[config.mk]
export PLATFORM = sky130hd
export DESIGN_NAME = branch_pc_unit_flat
export DESIGN_NICKNAME = d
export VERILOG_FILES = /design/src/rtl/branch_pc_unit_if.sv /design/src/rtl/branch_pc_unit.sv /design/src/flat_wrapper.sv
export SDC_FILE = /design/constraint.sdc
export NUM_CORES = 1
export LEC_CHECK = 0
export ABC_AREA = 1
export ABC_CLOCK_PERIOD_IN_PS = 4550
export BUFFER_PORTS_ARGS = -buffer_cell sky130_fd_sc_hd__buf_4
export CAP_MARGIN = 20
export CORE_MARGIN = 5
export CORE_UTILIZATION = 40
export CTS_CLUSTER_SIZE = 8
export DETAILED_ROUTE_END_ITERATION = 16
export PLACE_DENSITY_LB_ADDON = 0.12
export SLEW_MARGIN = 15
export SYNTH_ARGS = -nofsm -noshare
export SYNTH_HDL_FRONTEND = slang
export SYNTH_SLANG_ARGS = --single-unit
[constraint.sdc]
create_clock -name clk -period 4.55 [get_ports clk]
set_input_delay 0.455 -clock clk [delete_from_list [all_inputs] [get_ports clk]]
set_output_delay 0.455 -clock clk [all_outputs]
set_load 0.01 [all_outputs]
[src/rtl/branch_pc_unit_if.sv]
`default_nettype none
// ============================================================================
// Module   : branch_pc_unit_if
// Brief    : Address/offset bus between the PC unit and the branch-offset table.
// Revision : 1.0 - initial release
// ============================================================================
interface branch_pc_unit_if;
    logic [5:0] lut_addr;
    logic [3:0] lut_val;

    // The PC unit requests; the table answers combinationally.
    modport master (output lut_addr, input  lut_val);
    modport slave  (input  lut_addr, output lut_val);
endinterface
`default_nettype wire

[src/rtl/branch_pc_unit.sv]
`default_nettype none
// ============================================================================
// Module   : branch_pc_unit
// Brief    : Program counter and branch sequencer with one-bubble table lookup.
// Revision : 1.0 - initial release
// ============================================================================
module branch_pc_unit #(
    parameter int              PC_W     = 8,
    parameter logic [PC_W-1:0] START_PC = '0
) (
    input  wire logic             clk,
    input  wire logic             reset,
    input  wire logic             start,
    input  wire logic             halt,
    input  wire logic             stall_in,
    input  wire logic             br_req,
    input  wire logic [1:0]       br_type,
    input  wire logic             zero_flag,
    input  wire logic [5:0]       br_idx,
    branch_pc_unit_if.master      lut,
    output logic      [PC_W-1:0]  pc,
    output logic                  pc_valid,
    output logic                  redirect,
    output logic                  done
);

    typedef enum logic [1:0] {
        S_IDLE   = 2'd0,
        S_RUN    = 2'd1,
        S_LOOKUP = 2'd2,
        S_HALTED = 2'd3
    } state_t;

    localparam logic [1:0] C_BR_BZ   = 2'b01;
    localparam logic [1:0] C_BR_BNZ  = 2'b10;
    localparam logic [1:0] C_BR_JUMP = 2'b11;

    state_t          state_q, state_d;
    logic [PC_W-1:0] pc_q, pc_d;
    logic [5:0]      lut_addr_q, lut_addr_d;
    logic            pc_valid_q, pc_valid_d;
    logic            redirect_q, redirect_d;
    logic            done_q, done_d;

    logic            w_taken;
    logic [PC_W-1:0] w_offset;

    assign w_taken = br_req & ((br_type == C_BR_JUMP) |
                               ((br_type == C_BR_BZ)  &  zero_flag) |
                               ((br_type == C_BR_BNZ) & ~zero_flag));

    // Table offset is 4-bit two's complement; widen to PC width.
    assign w_offset = {{(PC_W-4){lut.lut_val[3]}}, lut.lut_val};

    always_comb begin
        state_d    = state_q;
        pc_d       = pc_q;
        lut_addr_d = lut_addr_q;
        pc_valid_d = pc_valid_q;
        redirect_d = 1'b0;
        done_d     = done_q;

        unique case (state_q)
            S_IDLE, S_HALTED: begin
                if (start) begin
                    state_d    = S_RUN;
                    pc_d       = START_PC;
                    pc_valid_d = 1'b1;
                    done_d     = 1'b0;
                end
            end
            S_RUN: begin
                if (stall_in) begin
                    state_d = S_RUN;
                end else if (halt) begin
                    state_d    = S_HALTED;
                    done_d     = 1'b1;
                    pc_valid_d = 1'b0;
                end else if (w_taken) begin
                    state_d    = S_LOOKUP;
                    lut_addr_d = br_idx;
                    pc_valid_d = 1'b0;
                end else begin
                    pc_d = pc_q + PC_W'(1);
                end
            end
            S_LOOKUP: begin
                state_d    = S_RUN;
                pc_d       = pc_q + PC_W'(1) + w_offset;
                pc_valid_d = 1'b1;
                redirect_d = 1'b1;
            end
            default: state_d = S_IDLE;
        endcase
    end

    always_ff @(posedge clk or posedge reset) begin
        if (reset) begin
            state_q    <= S_IDLE;
            pc_q       <= START_PC;
            lut_addr_q <= '0;
            pc_valid_q <= 1'b0;
            redirect_q <= 1'b0;
            done_q     <= 1'b0;
        end else begin
            state_q    <= state_d;
            pc_q       <= pc_d;
            lut_addr_q <= lut_addr_d;
            pc_valid_q <= pc_valid_d;
            redirect_q <= redirect_d;
            done_q     <= done_d;
        end
    end

    assign lut.lut_addr = lut_addr_q;
    assign pc           = pc_q;
    assign pc_valid     = pc_valid_q;
    assign redirect     = redirect_q;
    assign done         = done_q;

endmodule
`default_nettype wire

[src/flat_wrapper.sv]
// flat-port wrapper written by rule: the top's interface ports become plain ports
module branch_pc_unit_flat 
#(
    parameter int              PC_W     = 8,
    parameter logic [PC_W-1:0] START_PC = '0
)
  (clk, reset, start, halt, stall_in, br_req, br_type, zero_flag, br_idx, pc, pc_valid, redirect, done, lut_lut_addr, lut_lut_val);
  branch_pc_unit_if lut_i ();
  input  wire logic clk;
  input  wire logic reset;
  input  wire logic start;
  input  wire logic halt;
  input  wire logic stall_in;
  input  wire logic br_req;
  input  wire logic [1:0] br_type;
  input  wire logic zero_flag;
  input  wire logic [5:0] br_idx;
  output logic      [PC_W-1:0] pc;
  output logic pc_valid;
  output logic redirect;
  output logic done;
  output wire logic [$bits(lut_i.lut_addr)-1:0] lut_lut_addr;
  input wire logic [$bits(lut_i.lut_val)-1:0] lut_lut_val;
  assign lut_lut_addr = lut_i.lut_addr;
  assign lut_i.lut_val = lut_lut_val;
  branch_pc_unit #(.PC_W(PC_W), .START_PC(START_PC)) u_core (.clk(clk), .reset(reset), .start(start), .halt(halt), .stall_in(stall_in), .br_req(br_req), .br_type(br_type), .zero_flag(zero_flag), .br_idx(br_idx), .lut(lut_i), .pc(pc), .pc_valid(pc_valid), .redirect(redirect), .done(done));
endmodule
======== Word level (Yosys, flattened, before mapping) ========
Index checks and enable logic that the tools add are counted.
cells by class
  bitwise gates (word level) .............. 8
  equal/unequal tests ..................... 13
  multiplexer cells ....................... 20
  $add $sub $neg .......................... 2
  reductions and logical operators ........ 8
operator list
  operator                                                                  count
  8-bit two-way mux                                                         4
  8-bit case mux with 3 select lines                                        1
  4-bit AND reduction                                                       3
  2-bit inequality test (second input constant)                             5
  8-bit by 1-bit adder with 8-bit output (second input constant)            1
  8-bit adder                                                               1
  2-bit equality test (second input constant)                               4
  1-bit two-way mux                                                         8
  2-bit two-way mux                                                         4
  2-bit case mux with 3 select lines                                        1
  2-bit by 1-bit equality test with 1-bit output (second input constant)    2
  4-bit by 3-bit inequality test with 1-bit output (second input constant)  1
  1-bit bitwise AND                                                         3
  3-bit by 2-bit inequality test with 1-bit output (second input constant)  1
  1-bit NOT                                                                 3
  1-bit case mux with 3 select lines                                        1
  3-bit AND reduction                                                       1
  2-bit zero test                                                           1
  1-bit bitwise OR                                                          2
  1-bit case mux with 2 select lines                                        1
  2-bit AND reduction                                                       1
  2-bit nonzero test                                                        1
  2-bit OR reduction                                                        1
word-level totals
  bits of input ports ..................... 19
  flip-flop bits (word level) ............. 19
  word-level logic and storage cells ...... 57

======== Logic depth before layout (Yosys ltp) ========
Gate-level depths: netlist of the first run.
  depth in word-level cells ............... 9
  depth in mapped cells ................... 18
  gate-level depth less buffers ........... 18

======== Worst setup path before layout of the first run ========
No wires, ideal clock.
  path type ............................... reg2reg
  from .................................... register u_core.pc_q[0] (netlist: u_core.pc[0])
  to ...................................... register u_core.pc_q[7] (netlist: u_core.pc[7])
  setup slack ............................. 2456 ps
  arrival time ............................ 1977 ps
  cell stages (with the launch flop) ...... 18
  data required time ...................... 4434 ps
  cells stage by stage .................... dfrtp_1 ha_1 nand2_1 inv_1 nand4_1 xor2_1 inv_1 ha_1 nand2_1 inv_1 nand2_1 nand2_1 nor2_1 nand3_1 nand3_1 nand2_1 nand2_1 nand2_1
between the ends
  word-level cells in the longest chain between the ends .. 5
RTL lines
  item                                                                 line                                        RTL
  start, declared                                                      branch_pc_unit.sv:39                        logic [PC_W-1:0] pc_q, pc_d;
  start signal, assigned                                               branch_pc_unit.sv:107                       pc_q <= pc_d;
  8-bit by 1-bit adder with 8-bit output *                             branch_pc_unit.sv:84, branch_pc_unit.sv:89
  parallel branches: the longest is 3 deep, another holds 8-bit adder  n/a
  8-bit case mux with 3 select lines *                                 branch_pc_unit.sv:63                        unique case (state_q)
Every way passes the cells marked *. The select of a mux whose other input is x is not followed.
A chain may end at the register's enable or synchronous reset.

======== Worst setup path after layout of the first run ========
Ends and elaborated chain as after synthesis.

==> impl_metrics.py, run 1 <==
metrics = {
    "logic_synthesis": {
        "synth.net_count": 218,
        "yosys-top-cells-area": "dfrtp_1, nand2_1, ha_1",
        "synth.avg_cell_area_sq_um": 7.71,
        "synthDominantCellAreaShare": 0.328,
        "postSynthRegisterBits": 19,
        "ys_seq_area_frac": 0.328,
        "synth-warning-count": 0,
        "postSynthCellCount": 188,
        "synth_cell_types": 32,
        "synth_area_sq_um": 1450,
        "cell_taking_the_most_area_after_synthesis": "dfrtp_1",
    },
    "cts": {
        "cts.root.buffer_cell": "clkbuf_4",
        "cts_hold_buffers": 0,
        "clkSinkCount": 19,
        "cts-root-to-sink-buffers": 2,
        "cts.htree.levels": 1,
        "post-cts-setup-buffers": 0,
        "clk-insertion-delay-late_ns": 0.29,
        "cts_made_buffers": 3,
        "post_cts_resized": 0,
        "tritoncts": "yes",
        "clock_slew_at_reported_path_ffs_ns": 0.10,
    },
    "sta": {
        "hold_viol": 0,
        "fin_setup_tns_ns": 0,
        "maxClockFrequency_ghz": 0.449,
        "final.period_utilization": 0.490,
        "worst_clock_skew_ns": 0.00502,
        "fin_worst_hold_slack_ns": 0.268,
        "finalWorstPathRequiredPeriod_ns": 2.23,
        "rsz0062_at_grt": "false",
        "report.final.setup_viol": 0,
        "final-max-slew-violation-count": 0,
        "finalWorstSetupSlack_ns": 2.32,
        "timing_worst_slew_pin_value_ns": 0.708,
        "max_slew_margin": 0.527,
    },
    "detailed_routing": {
        "detailroute.via_count": 1314,
        "post-route-drc-count": 0,
        "dr.pass1.iters": 4,
        "totalWireLength_um": 3260,
        "dr.first_iter.drc_count": 62,
        "avgViaCountPerCell": 4.85,
        "detail_route.wl_per_cell_um": 12.0,
        "antenna_violating_nets_post_route": 0,
    },
    "setup_path": {
        "critPathMaxFanout": 4,
        "cp-endpoint": "u_core.pc[7]",
        "worstSetupEndpointType": "flip-flop",
        "sort_of_element_at_the_start_of_the_critical_path": "flip-flop",
        "critPathArrivalTime_ns": 2.42,
        "worstRegToRegCells": 17,
        "required_ns": 4.75,
        "setup.worst_path.class": "reg -> reg",
        "crit-reg2reg-launch": "u_core.pc[0]",
        "timing.reg2reg.setup_slack_ns": 2.32,
        "cp-startpoint": "u_core.pc[0]",
        "r2r_end": "u_core.pc[7]",
    },
    "cells_and_area": {
        "antenna-diode-count": 0,
        "drive_gt1_frac": 0.262,
        "areaGrowthSynthToFinish_pct": 21.2,
        "most_common_cell_after_layout_fill_and_taps_aside": "nand2_1",
        "multiInputGateArea_sq_um": 816,
        "n_fill_cell": 350,
        "final_nets": 256,
        "register_area_sq_um": 475,
        "stdcell_count": 271,
        "layout.cells.most_common_list": "nand2_1, buf_4, inv_1",
    },
    "power": {
        "cellPowerDensity_nw_per_um2": 607,
        "post-layout-total-power_uw": 1070,
        "max-vdd-ir-drop_mv": 0.300,
        "p_leak_uw": 0.000961,
    },
    "global_routing": {
        "antenna_violations_before_repair": 0,
        "grt_first_pass_wirelength_um": 5710,
        "grt_start_max_net_pins": 20,
        "global_route.usage.total": 0.140,
        "global_route.overflow_total": 0,
        "via_count_of_the_first_global_routing_pass": 1322,
    },
    "place": {
        "gp_congestion": 0.784,
        "io_buffers": 35,
        "half_perimeter_wire_length_after_placement_um": 2730,
        "placed_cells": 267,
        "pre_cts_ws_ns": 2.32,
    },
    "die": {
        "die_h_um": 70.2,
        "num_rows": 21,
        "start_util": 0.424,
        "coreArea_sq_um": 3420,
        "ioPinCount": 36,
        "dieArea_sq_um": 4930,
        "die-width_um": 70.2,
    },
    "hold_path": {
        "hp-class": "in -> async",
    },
    "run_status": {
        "status": "finished, final reports clean",
    },
    "flow_run": {
        "max-cap-violations": 0,
    },
}
## where the power goes
| part | leakage, uW | switching [uW] | internal, uW |
|---|---|---|---|
| Combinational | 0.000705 | 384 | 287 |
| Sequential | 0.000242 | 67.2 | 245 |
| Clock | 0.0000150 | 49.1 | 34.1 |
## worst max-delay path, cell delays in order (launching register included)
cell,delay (ns)
dfrtp_1,0.43
ha_1,0.23
nand2_1,0.09
inv_1,0.06
nand4_1,0.08
xor2_1,0.19
inv_1,0.06
ha_1,0.32
nand2_1,0.08
inv_1,0.04
nand2_1,0.06
nand2_1,0.05
nor2_1,0.13
nand3_1,0.09
nand3_1,0.08
nand2_1,0.05
nand2_1,0.05
nand2_1,0.04
## layout make-up
class | instances | share of cell area
clock buffers | 4 | 0.0150
inverters | 31 | 0.0677
multi-input cells | 136 | 0.464
flip-flops and latches | 19 | 0.271
well taps | 46 | 0.0328
repair buffers | 35 | 0.150
## cell usage after synthesis
cell type,number
a22oi_1,2
nor2_1,9
o21bai_1,1
a32o_1,1
nor2_2,2
clkbuf_8,1
nand3_2,2
nand3b_1,1
a21oi_2,1
dfrtp_1,19
fa_1,1
nand3_1,9
ha_1,10
a21oi_1,3
a22o_1,1
xor2_2,1
nor3_1,2
nor2_4,4
o21ai_1,2
nand2_1,58
clkbuf_16,1
o211ai_1,1
a31oi_1,1
xor2_1,2
nand4_1,3
inv_1,28
mux2_2,6
inv_2,2
o22ai_1,2
nand2_2,2
inv_4,1
o21ai_0,9
## through the flow
step | utilization | area, sq um
floorplan | - | 1450
global route | 0.514 | 1760
detailed placement | 0.507 | 1730
global placement | 0.507 | 1730
CTS | 0.514 | 1760
finish | 0.514 | 1760
## logic make-up (layout without fill, tap and decap cells)
family,Yosys count,count (layout),share of synthesized area
multiplexers,6,6,0.0466
AO/OA/AOI/OAI,24,24,0.101
adder cells (fa/ha/maj),11,11,0.100
flip-flops,19,19,0.328
buffers and inverters,33,70,0.109
XOR/XNOR,3,3,0.0233
AND/OR/NAND/NOR,92,92,0.292
## metal layers
| layer | GRT usage | up-vias | share of wire |
|---|---|---|---|
| met2 | 0.244 | 27 | 0.51 |
| met4 | 0.0489 | 0 | 0.011 |
| met1 | 0.169 | 608 | 0.43 |
| met3 | 0.0287 | 4 | 0.046 |
| met5 | 0 | - | 0 |
| li1 | - | 675 | - |
## sequential cells by signal, indices dropped and copies added (netlist names)
| register | cells |
|---|---|
| u_core.pc | 8 |
| u_core.done | 1 |
| u_core.pc_valid | 1 |
| u_core.redirect | 1 |
| u_core.state_q | 2 |
| u_core.lut.lut_addr | 6 |
## worst min-delay path by stage
stage                 from      endpoint  slack, ns  cells after the start
5_1_grt              reset  u_core.pc[7]       0.33                      2
3_3_place_gp   u_core.done   u_core.done       0.48                      2
3_5_place_dp   u_core.done   u_core.done       0.48                      2
2_1_floorplan        reset   u_core.done       0.41                      1
4_1_cts              reset  u_core.pc[7]       0.30                      2
6_report             reset  u_core.pc[7]       0.27                      2
(Power assumes the default switching activity.)
==> run 2, diff against run 1 <==
Settings changed: ABC_CLOCK_PERIOD_IN_PS 4550 to 1800.
Clock period 4.55 ns to 1.8 ns, I/O delays scaled along.
==> impl_metrics.py, run 2 (synthesis gave the netlist of run 1 again) <==
metrics = {
    "die": {
        "num_rows": 21,
        "ioPinCount": 36,
        "coreArea_sq_um": 3420,
        "dieArea_sq_um": 4930,
        "start_util": 0.424,
        "die_h_um": 70.2,
        "die-width_um": 70.2,
    },
    "cells_and_area": {
        "antenna-diode-count": 0,
        "areaGrowthSynthToFinish_pct": 40.6,
        "n_fill_cell": 317,
        "final_area_sq_um": 2040,
        "largest_register_ff_count": 8,
        "most_common_cell_after_layout_fill_and_taps_aside": "buf_4",
        "drive_gt1_frac": 0.419,
        "layout.cells.most_common_list": "buf_4, nand2_1, inv_1",
        "final_nets": 279,
    },
    "power": {
        "max-vdd-ir-drop_mv": 0.799,
        "cellPowerDensity_nw_per_um2": 1560,
        "p_leak_uw": 0.00109,
    },
    "place": {
        "pre_cts_ws_ns": -0.270,
        "io_buffers": 35,
        "placedInstanceArea_sq_um": 1950,
        "gp_congestion": 0.830,
        "half_perimeter_wire_length_after_placement_um": 2950,
    },
    "detailed_routing": {
        "detail_route.wl_per_cell_um": 12.1,
        "post-route-drc-count": 0,
        "dr.first_iter.drc_count": 65,
        "totalWireLength_um": 3560,
        "antenna_violating_nets_post_route": 0,
        "avgViaCountPerCell": 4.74,
        "detailroute.via_count": 1393,
        "dr.pass1.iters": 4,
    },
    "setup_path": {
        "sort_of_element_at_the_start_of_the_critical_path": "flip-flop",
        "critPathArrivalTime_ns": 2.28,
        "cp-endpoint": "u_core.pc[7]",
        "r2r_end": "u_core.pc[7]",
        "worstSetupEndpointType": "flip-flop",
        "required_ns": 2.00,
        "cp-startpoint": "u_core.pc[0]",
        "cp.buffers_inverters": 4,
        "worstRegToRegCells": 17,
        "critPathMaxFanout": 5,
        "crit-reg2reg-launch": "u_core.pc[0]",
        "path_cells": "buf_4 > inv_4 > nor2_4 > inv_2 > nor2_4 > xor2_2 > ha_4 > nand2_2 > inv_2 > nand2_1 > nand2_1 > nor2_2 > nand3_1 > nand3_1 > nand2_1 > nand2_1 > nand2_1",
        "cp_num_cells": 17,
        "timing.critical_path.mode_cell": "nand2_1",
        "setup.worst_path.class": "reg -> reg",
        "worst_path_dominant_cell_family": "simple AND/OR/NAND/NOR gates",
        "worst_path_largest_cell_delay_ns": 0.41,
        "worst_path_max_delay_cell": "dfrtp_2",
        "timing.reg2reg.setup_slack_ns": -0.28,
    },
    "sta": {
        "max_slew_margin": 0.519,
        "report.final.setup_viol": 6,
        "finalWorstPathRequiredPeriod_ns": 2.08,
        "fin_worst_hold_slack_ns": -0.00806,
        "final.period_utilization": 1.15,
        "finalWorstSetupSlack_ns": -0.276,
        "timing_worst_slew_pin_value_ns": 0.721,
        "hold_viol": 11,
        "maxClockFrequency_ghz": 0.482,
        "rsz0062_at_grt": "true",
        "final-max-slew-violation-count": 0,
        "worst_clock_skew_ns": 0.00586,
    },
    "global_routing": {
        "grt_first_pass_wirelength_um": 6110,
        "grt_start_max_net_pins": 20,
        "via_count_of_the_first_global_routing_pass": 1432,
        "antenna_violations_before_repair": 0,
        "global_route.usage.total": 0.151,
        "global_route.overflow_total": 0,
    },
    "run_status": {
        "failed_checks": "hold timing, setup timing",
        "status": "complete, but fails checks",
    },
    "cts": {
        "cts-root-to-sink-buffers": 2,
        "cts_made_buffers": 3,
        "clkSinkCount": 19,
        "cts.root.buffer_cell": "clkbuf_4",
        "cts_hold_buffers": 0,
        "clk-insertion-delay-late_ns": 0.30,
        "tritoncts": "yes",
        "cts.htree.levels": 1,
        "clock_slew_at_reported_path_ffs_ns": 0.11,
    },
    "flow_run": {
        "max-cap-violations": 0,
    },
    "hold_path": {
        "hp-class": "in -> async",
    },
}
run 2: cell types whose count changed in the layout (fill, tap and decap cells not counted), sizes merged:
cell,previous run,this run
buf,35,58
clkbuf,4,3
clkinv,0,1
run 2: where the power goes:
part / internal [uW] / switching, uW / total (uW)
Clock: 82.8 / 128 / 211
Combinational: 1050 / 1130 / 2180
Sequential: 625 / 153 / 777
Total: 1760 / 1410 / 3170
run 2: timing repair:
action,CTS,global route
pin swaps,6,11
gates resized for setup,8,8
endpoints found under the setup margin,7,7
setup buffers,1,1
run 2: worst min path at each step:
stage                     start      endpoint  slack, ns
after global routing      reset  u_core.pc[7]       0.03
after floorplan           reset   u_core.done       0.13
after detailed placement  reset  u_core.pc[7]       0.34
final                     reset  u_core.pc[7]     -0.008
after global placement    reset  u_core.pc[7]       0.33
after CTS                 reset  u_core.pc[7]      0.006
run 2: cell type report:
cell class | instances | area, sq um | share of cell area
multi-input cells | 136 | 916 | 0.450
inverters | 31 | 121 | 0.0596
flip-flops and latches | 19 | 479 | 0.235
clock inverters | 1 | 5.00 | 0.00246
repair buffers | 58 | 435 | 0.214
clock buffers | 3 | 22.5 | 0.0111
well taps | 46 | 57.6 | 0.0283
run 2: routing by layer:
layer  wire length (um)  part of all wire  global-route usage
met1               1500              0.42               0.174
met2               1850              0.52               0.277
met3                141             0.040              0.0230
met4                 64             0.018              0.0596
met5                  0                 0                   0
run 2: metrics by stage:
step                      std cells  total power, uW   util  TNS (ns)
after floorplan                 188             2040      -    -0.185
after global placement          288             2810  0.571    -0.872
after detailed placement        288             2880  0.571     -1.09
after CTS                       293             3130  0.586     -1.09
after global routing            294             3510  0.596     -2.25
final                           294             3170  0.596     -1.06
